$ cat config.mk
export PLATFORM = sky130hd
export DESIGN_NAME = cla_nibble_sequencer
export DESIGN_NICKNAME = d
export VERILOG_FILES = /design/src/rtl/cla_nibble_sequencer.sv
export SDC_FILE = /design/constraint.sdc
export NUM_CORES = 1
export LEC_CHECK = 0
export ABC_CLOCK_PERIOD_IN_PS = 3800
export BUFFER_PORTS_ARGS = -buffer_cell sky130_fd_sc_hd__buf_2
export CAP_MARGIN = 20
export CORE_AREA = 2 2 74 76
export DETAILED_ROUTE_END_ITERATION = 16
export DIE_AREA = 0 0 76 78
export PLACE_DENSITY_LB_ADDON = 0.15
export SLEW_MARGIN = 25
export SYNTH_ARGS = -nofsm -noshare
export SYNTH_HDL_FRONTEND = slang
export SYNTH_SLANG_ARGS = --single-unit
$ cat constraint.sdc
create_clock -name clk -period 3.8 [get_ports clk]
set_clock_uncertainty 0.1 [all_clocks]
set_input_delay 0.76 -clock clk [delete_from_list [all_inputs] [get_ports clk]]
set_output_delay 0.76 -clock clk [all_outputs]
set_load 0.02 [all_outputs]
$ cat src/rtl/cla_nibble_sequencer.sv
// Multi-cycle adder that reuses one 4-bit carry-lookahead slice across W = 4*NIBBLES bit operands, LSB nibble first.
// Optional macro SUBTRACT_EN adds a `sub` input that selects A-B (two's complement, cout=1 means no borrow).
module cla_nibble_sequencer #(
    parameter int NIBBLES = 4
) (
    input  logic                 clk,
    input  logic                 rst_n,
    input  logic                 ena,
    input  logic                 in_valid,
    output logic                 in_ready,
    input  logic [4*NIBBLES-1:0] op_a,
    input  logic [4*NIBBLES-1:0] op_b,
    input  logic                 cin,
`ifdef SUBTRACT_EN
    input  logic                 sub,
`endif
    output logic                 out_valid,
    input  logic                 out_ready,
    output logic [4*NIBBLES-1:0] sum,
    output logic                 cout,
    output logic                 busy
);

    localparam int W = 4 * NIBBLES;
    localparam logic [2:0] LAST_IDX = 3'(NIBBLES - 1);

    typedef enum logic [1:0] {IDLE = 2'd0, RUN = 2'd1, DONE = 2'd2} state_t;

    // Returns {carry_out, sum[3:0]} using two-level lookahead carries.
    function automatic logic [4:0] cla4(input logic [3:0] a, input logic [3:0] b, input logic c0);
        logic [3:0] p;
        logic [3:0] g;
        logic       c1, c2, c3, c4;
        p  = a ^ b;
        g  = a & b;
        c1 = g[0] | (p[0] & c0);
        c2 = g[1] | (p[1] & g[0]) | (p[1] & p[0] & c0);
        c3 = g[2] | (p[2] & g[1]) | (p[2] & p[1] & g[0]) | (p[2] & p[1] & p[0] & c0);
        c4 = g[3] | (p[3] & g[2]) | (p[3] & p[2] & g[1]) | (p[3] & p[2] & p[1] & g[0])
           | (p[3] & p[2] & p[1] & p[0] & c0);
        return {c4, p ^ {c3, c2, c1, c0}};
    endfunction

    state_t         state_r, next_state_s;
    logic           in_ready_r, out_valid_r, busy_r;
    logic           in_ready_s, out_valid_s, busy_s;
    logic [W-1:0]   a_r, b_r, sum_r, sum_upd_s, b_load_s;
    logic           carry_r, cout_r, c_load_s;
    logic [2:0]     idx_r;
    logic [4:0]     shift_s;
    logic [4:0]     nib_res_s;

`ifdef SUBTRACT_EN
    assign b_load_s = sub ? ~op_b : op_b;
    assign c_load_s = sub ? 1'b1 : cin;
`else
    assign b_load_s = op_b;
    assign c_load_s = cin;
`endif

    // Nibble slice select, shared CLA, and splice of the new nibble into the running sum.
    always_comb begin
        shift_s   = {idx_r, 2'b00};
        nib_res_s = cla4(4'(a_r >> shift_s), 4'(b_r >> shift_s), carry_r);
        sum_upd_s = (sum_r & ~(W'(4'hf) << shift_s)) | (W'(nib_res_s[3:0]) << shift_s);
    end

    // State and registered handshake/status outputs; everything holds while ena is low.
    always_ff @(posedge clk or negedge rst_n) begin
        if (!rst_n) begin
            state_r     <= IDLE;
            in_ready_r  <= 1'b1;
            out_valid_r <= 1'b0;
            busy_r      <= 1'b0;
        end else if (ena) begin
            state_r     <= next_state_s;
            in_ready_r  <= in_ready_s;
            out_valid_r <= out_valid_s;
            busy_r      <= busy_s;
        end
    end

    // Next-state decode.
    always_comb begin
        next_state_s = state_r;
        case (state_r)
            IDLE: begin
                if (in_valid) next_state_s = RUN;
                else          next_state_s = IDLE;
            end
            RUN: begin
                if (idx_r == LAST_IDX) next_state_s = DONE;
                else                   next_state_s = RUN;
            end
            DONE: begin
                if (out_ready) next_state_s = IDLE;
                else           next_state_s = DONE;
            end
            default: next_state_s = IDLE;
        endcase
    end

    // Output values for the upcoming state, so the flops above present them glitch-free.
    always_comb begin
        in_ready_s  = 1'b0;
        out_valid_s = 1'b0;
        busy_s      = 1'b0;
        case (next_state_s)
            IDLE:    in_ready_s  = 1'b1;
            RUN:     busy_s      = 1'b1;
            DONE:    out_valid_s = 1'b1;
            default: in_ready_s  = 1'b1;
        endcase
    end

    // Operand capture and one nibble of addition per RUN cycle.
    always_ff @(posedge clk or negedge rst_n) begin
        if (!rst_n) begin
            a_r     <= {W{1'b0}};
            b_r     <= {W{1'b0}};
            sum_r   <= {W{1'b0}};
            carry_r <= 1'b0;
            cout_r  <= 1'b0;
            idx_r   <= 3'd0;
        end else if (ena) begin
            case (state_r)
                IDLE: begin
                    if (in_valid) begin
                        a_r     <= op_a;
                        b_r     <= b_load_s;
                        carry_r <= c_load_s;
                        idx_r   <= 3'd0;
                    end
                end
                RUN: begin
                    sum_r   <= sum_upd_s;
                    carry_r <= nib_res_s[4];
                    if (idx_r == LAST_IDX) begin
                        cout_r <= nib_res_s[4];
                        idx_r  <= 3'd0;
                    end else begin
                        idx_r  <= idx_r + 3'd1;
                    end
                end
                default: begin
                    idx_r <= idx_r;
                end
            endcase
        end
    end

    assign in_ready  = in_ready_r;
    assign out_valid = out_valid_r;
    assign busy      = busy_r;
    assign sum       = sum_r;
    assign cout      = cout_r;

endmodule
==> out/qor.yml <==
outcome:
  status: "complete, no violations"
global_routing:
  grt_pass1_wl_um: 9142
  antenna_found_initial: 0
  gr-total-overflow: 0
  grt_usage: 0.2020
  grt_pass1_vias: 1877
  grt_max_degree: 36
yosys:
  ys_seq_elements: 58
  synth_area_sq_um: 2770
  synth_nets: 252
  ys_seq_area_frac: 0.5244
  avgSynthCellArea_sq_um: 13.71
  syn_inst: 202
  synth_cell_types: 37
  synth_warnings: 0
pwr:
  ir_worst_vdd_v: 0.0004959
  power.leakage_nw: 1.584
  p_per_area_nw_per_um2: 946.3
cts:
  root_buffer: "clkbuf_8"
  post-cts-setup-buffer-count: 0
  h-tree-depth: 3
  clock-sinks: 58
  clkTransAtPathRegs_ns: 0.07
  clock_path_buffers: 2
  cts_made_buffers: 9
  cts_resized: 0
  clock_latency_ns: 0.34
  cts_tree: "yes"
  hold_buffers: 0
place:
  port_buffers: 57
  place_congestion: 0.8551
  place_inst: 322
  place_hpwl_um: 3739
timing:
  rsz0062_at_grt: "false"
  setup_tns_ns: 0
  timing.hold.ws_ns: 0.3110
  slew_headroom: 0.5492
  slew_violations: 0
  fin_crit_sh: 0.7629
  period_needed_ns: 2.899
  max_freq_mhz: 344.9
  timing.final.hold_violations: 0
  setup_viol: 0
  worst_pin_slew_ns: 0.6763
final_layout:
  area_growth_pct: 19.15
  multi_input_area_sq_um: 1230
  final_nets: 313
  final_cell_mix: "57 x dfrtp_1, 57 x buf_2, 30 x mux2_2"
  antenna_cells: 0
  seqCellArea_sq_um: 1453
  utilization: 0.6546
  stdcell_count: 338
  drive_gt1_frac: 0.4328
  fill_cells: 393
critical_path:
  end_kind: "flop"
  arrival_ns: 3.07
  cp-start-kind: "flop"
  r2r_slack_ns: 0.90
  ff2ff_path_depth: 7
  cp_max_fo: 14
  cp.required_ns: 3.97
  path_class: "reg -> reg"
routing:
  wl_um: 5174
  drc_errors: 0
  ant_nets: 0
  vias: 1800
  dr.pass1.iters: 4
  wire_per_inst_um: 15.31
  drtIter0Drc: 78
  viasPerCell: 5.325
floorplan:
  rows: 26
  core_area_sq_um: 5042
  die_y_um: 78
  die_width_um: 76
  pin_count: 58
  start_util: 0.5494
  dieArea_sq_um: 5928
run:
  drv_cap: 0
worst_hold_path:
  holdCritPathClass: "in -> async"
## logic make-up (layout without fill, tap and decap cells)
family                   after synthesis  count (layout)  synth area share
AO/OA/AOI/OAI                         34              34           0.09214
multiplexers                          44              44            0.2109
AND/OR/NAND/NOR                       35              35           0.07453
flip-flops                            58              58            0.5244
adder cells (fa/ha/maj)               12              12           0.05691
XOR/XNOR                               3               3          0.009487
buffers and inverters                 16              82           0.03162
## critical path, stage by stage, from the launching register on
cell and delay, ns:
dfrtp_1 0.78, mux4_2 0.58, nor2b_1 0.18, ha_1 0.35
a41oi_1 0.21, o21ai_0 0.15, xor2_1 0.30, a22o_1 0.19
## synthesized netlist by cell type
cell type / n / area, sq um
dfrtp_1: 57 / 1426
mux2_2: 30 / 337.8
a22o_1: 16 / 140.1
ha_1: 11 / 137.6
nor2b_1: 10 / 62.56
mux4_2: 8 / 180.2
inv_1: 7 / 26.28
nand2_1: 7 / 26.28
nor2_1: 7 / 26.28
a21oi_1: 5 / 25.02
mux2_1: 5 / 56.30
o21ai_0: 5 / 25.02
buf_2: 4 / 20.02
buf_6: 3 / 33.78
a21o_1: 2 / 15.01
nand4_1: 2 / 12.51
nor3_1: 2 / 10.01
xnor2_1: 2 / 17.52
a211o_1: 1 / 8.760
a221oi_1: 1 / 8.760
a31oi_1: 1 / 6.260
a41oi_1: 1 / 8.760
and3_1: 1 / 6.260
and3b_1: 1 / 8.760
buf_1: 1 / 3.750
clkbuf_1: 1 / 3.750
dfstp_2: 1 / 26.28
fa_1: 1 / 20.02
mux2i_1: 1 / 10.01
nand2b_1: 1 / 6.260
nand2b_4: 1 / 13.76
nand3b_1: 1 / 7.510
nor3b_1: 1 / 7.510
nor3b_4: 1 / 18.77
o211a_1: 1 / 10.01
o21a_1: 1 / 7.510
xor2_1: 1 / 8.760
## worst paths after layout
kind | from | end
setup / recovery | idx_r[0]$_DFFE_PN0P_ | sum[7]$_DFFE_PN0P_
setup reg to reg | idx_r[0]$_DFFE_PN0P_ | sum[7]$_DFFE_PN0P_
hold reg to reg | b_r[0]$_DFFE_PN0P_ | b_r[0]$_DFFE_PN0P_
min in group clk | b_r[0]$_DFFE_PN0P_ | b_r[0]$_DFFE_PN0P_
max in group asynchronous | rst_n | b_r[1]$_DFFE_PN0P_
hold / removal | rst_n | sum[1]$_DFFE_PN0P_
## sequential cells by signal, summed over array words and instances (netlist names)
name and flops:
idx_r 3, busy 1, cout 1, b_r 16, sum 16, in_ready 1, a_r 16, out_valid 1
carry_r 1, state_r 2
## power by group
part	internal [W]	switching, W
clock network	0.000335	0.000241
registers	0.000911	0.000219
logic	0.000702	0.000716
## through the flow
step / total power (W) / worst slack (ns) / area, sq um
after floorplan: 0.002201 / 1.186 / 2770
after global placement: 0.002537 / 0.9320 / 3097
after detailed placement: 0.002574 / 0.8862 / 3097
after CTS: 0.003164 / 0.8698 / 3301
after global routing: 0.003393 / 0.6195 / 3301
final: 0.003123 / 0.9009 / 3301
## layout make-up
cell class / count / area share
Sequential cell: 58 / 0.4401
Multi-Input combinational cell: 128 / 0.3726
Timing Repair Buffer: 59 / 0.09098
Clock buffer: 11 / 0.04587
Tap cell: 70 / 0.02654
Clock inverter: 5 / 0.01592
Inverter: 7 / 0.007961
## metal layers
| metal | part of all wire | routed length, um | global-route usage |
|---|---|---|---|
| met1 | 0.47 | 2420 | 0.2639 |
| met2 | 0.47 | 2437 | 0.3152 |
| met3 | 0.050 | 261 | 0.07209 |
| met4 | 0.010 | 54 | 0.07091 |
| met5 | 0 | 0 | 0 |
Note: power is estimated with default switching activity, not from simulation.
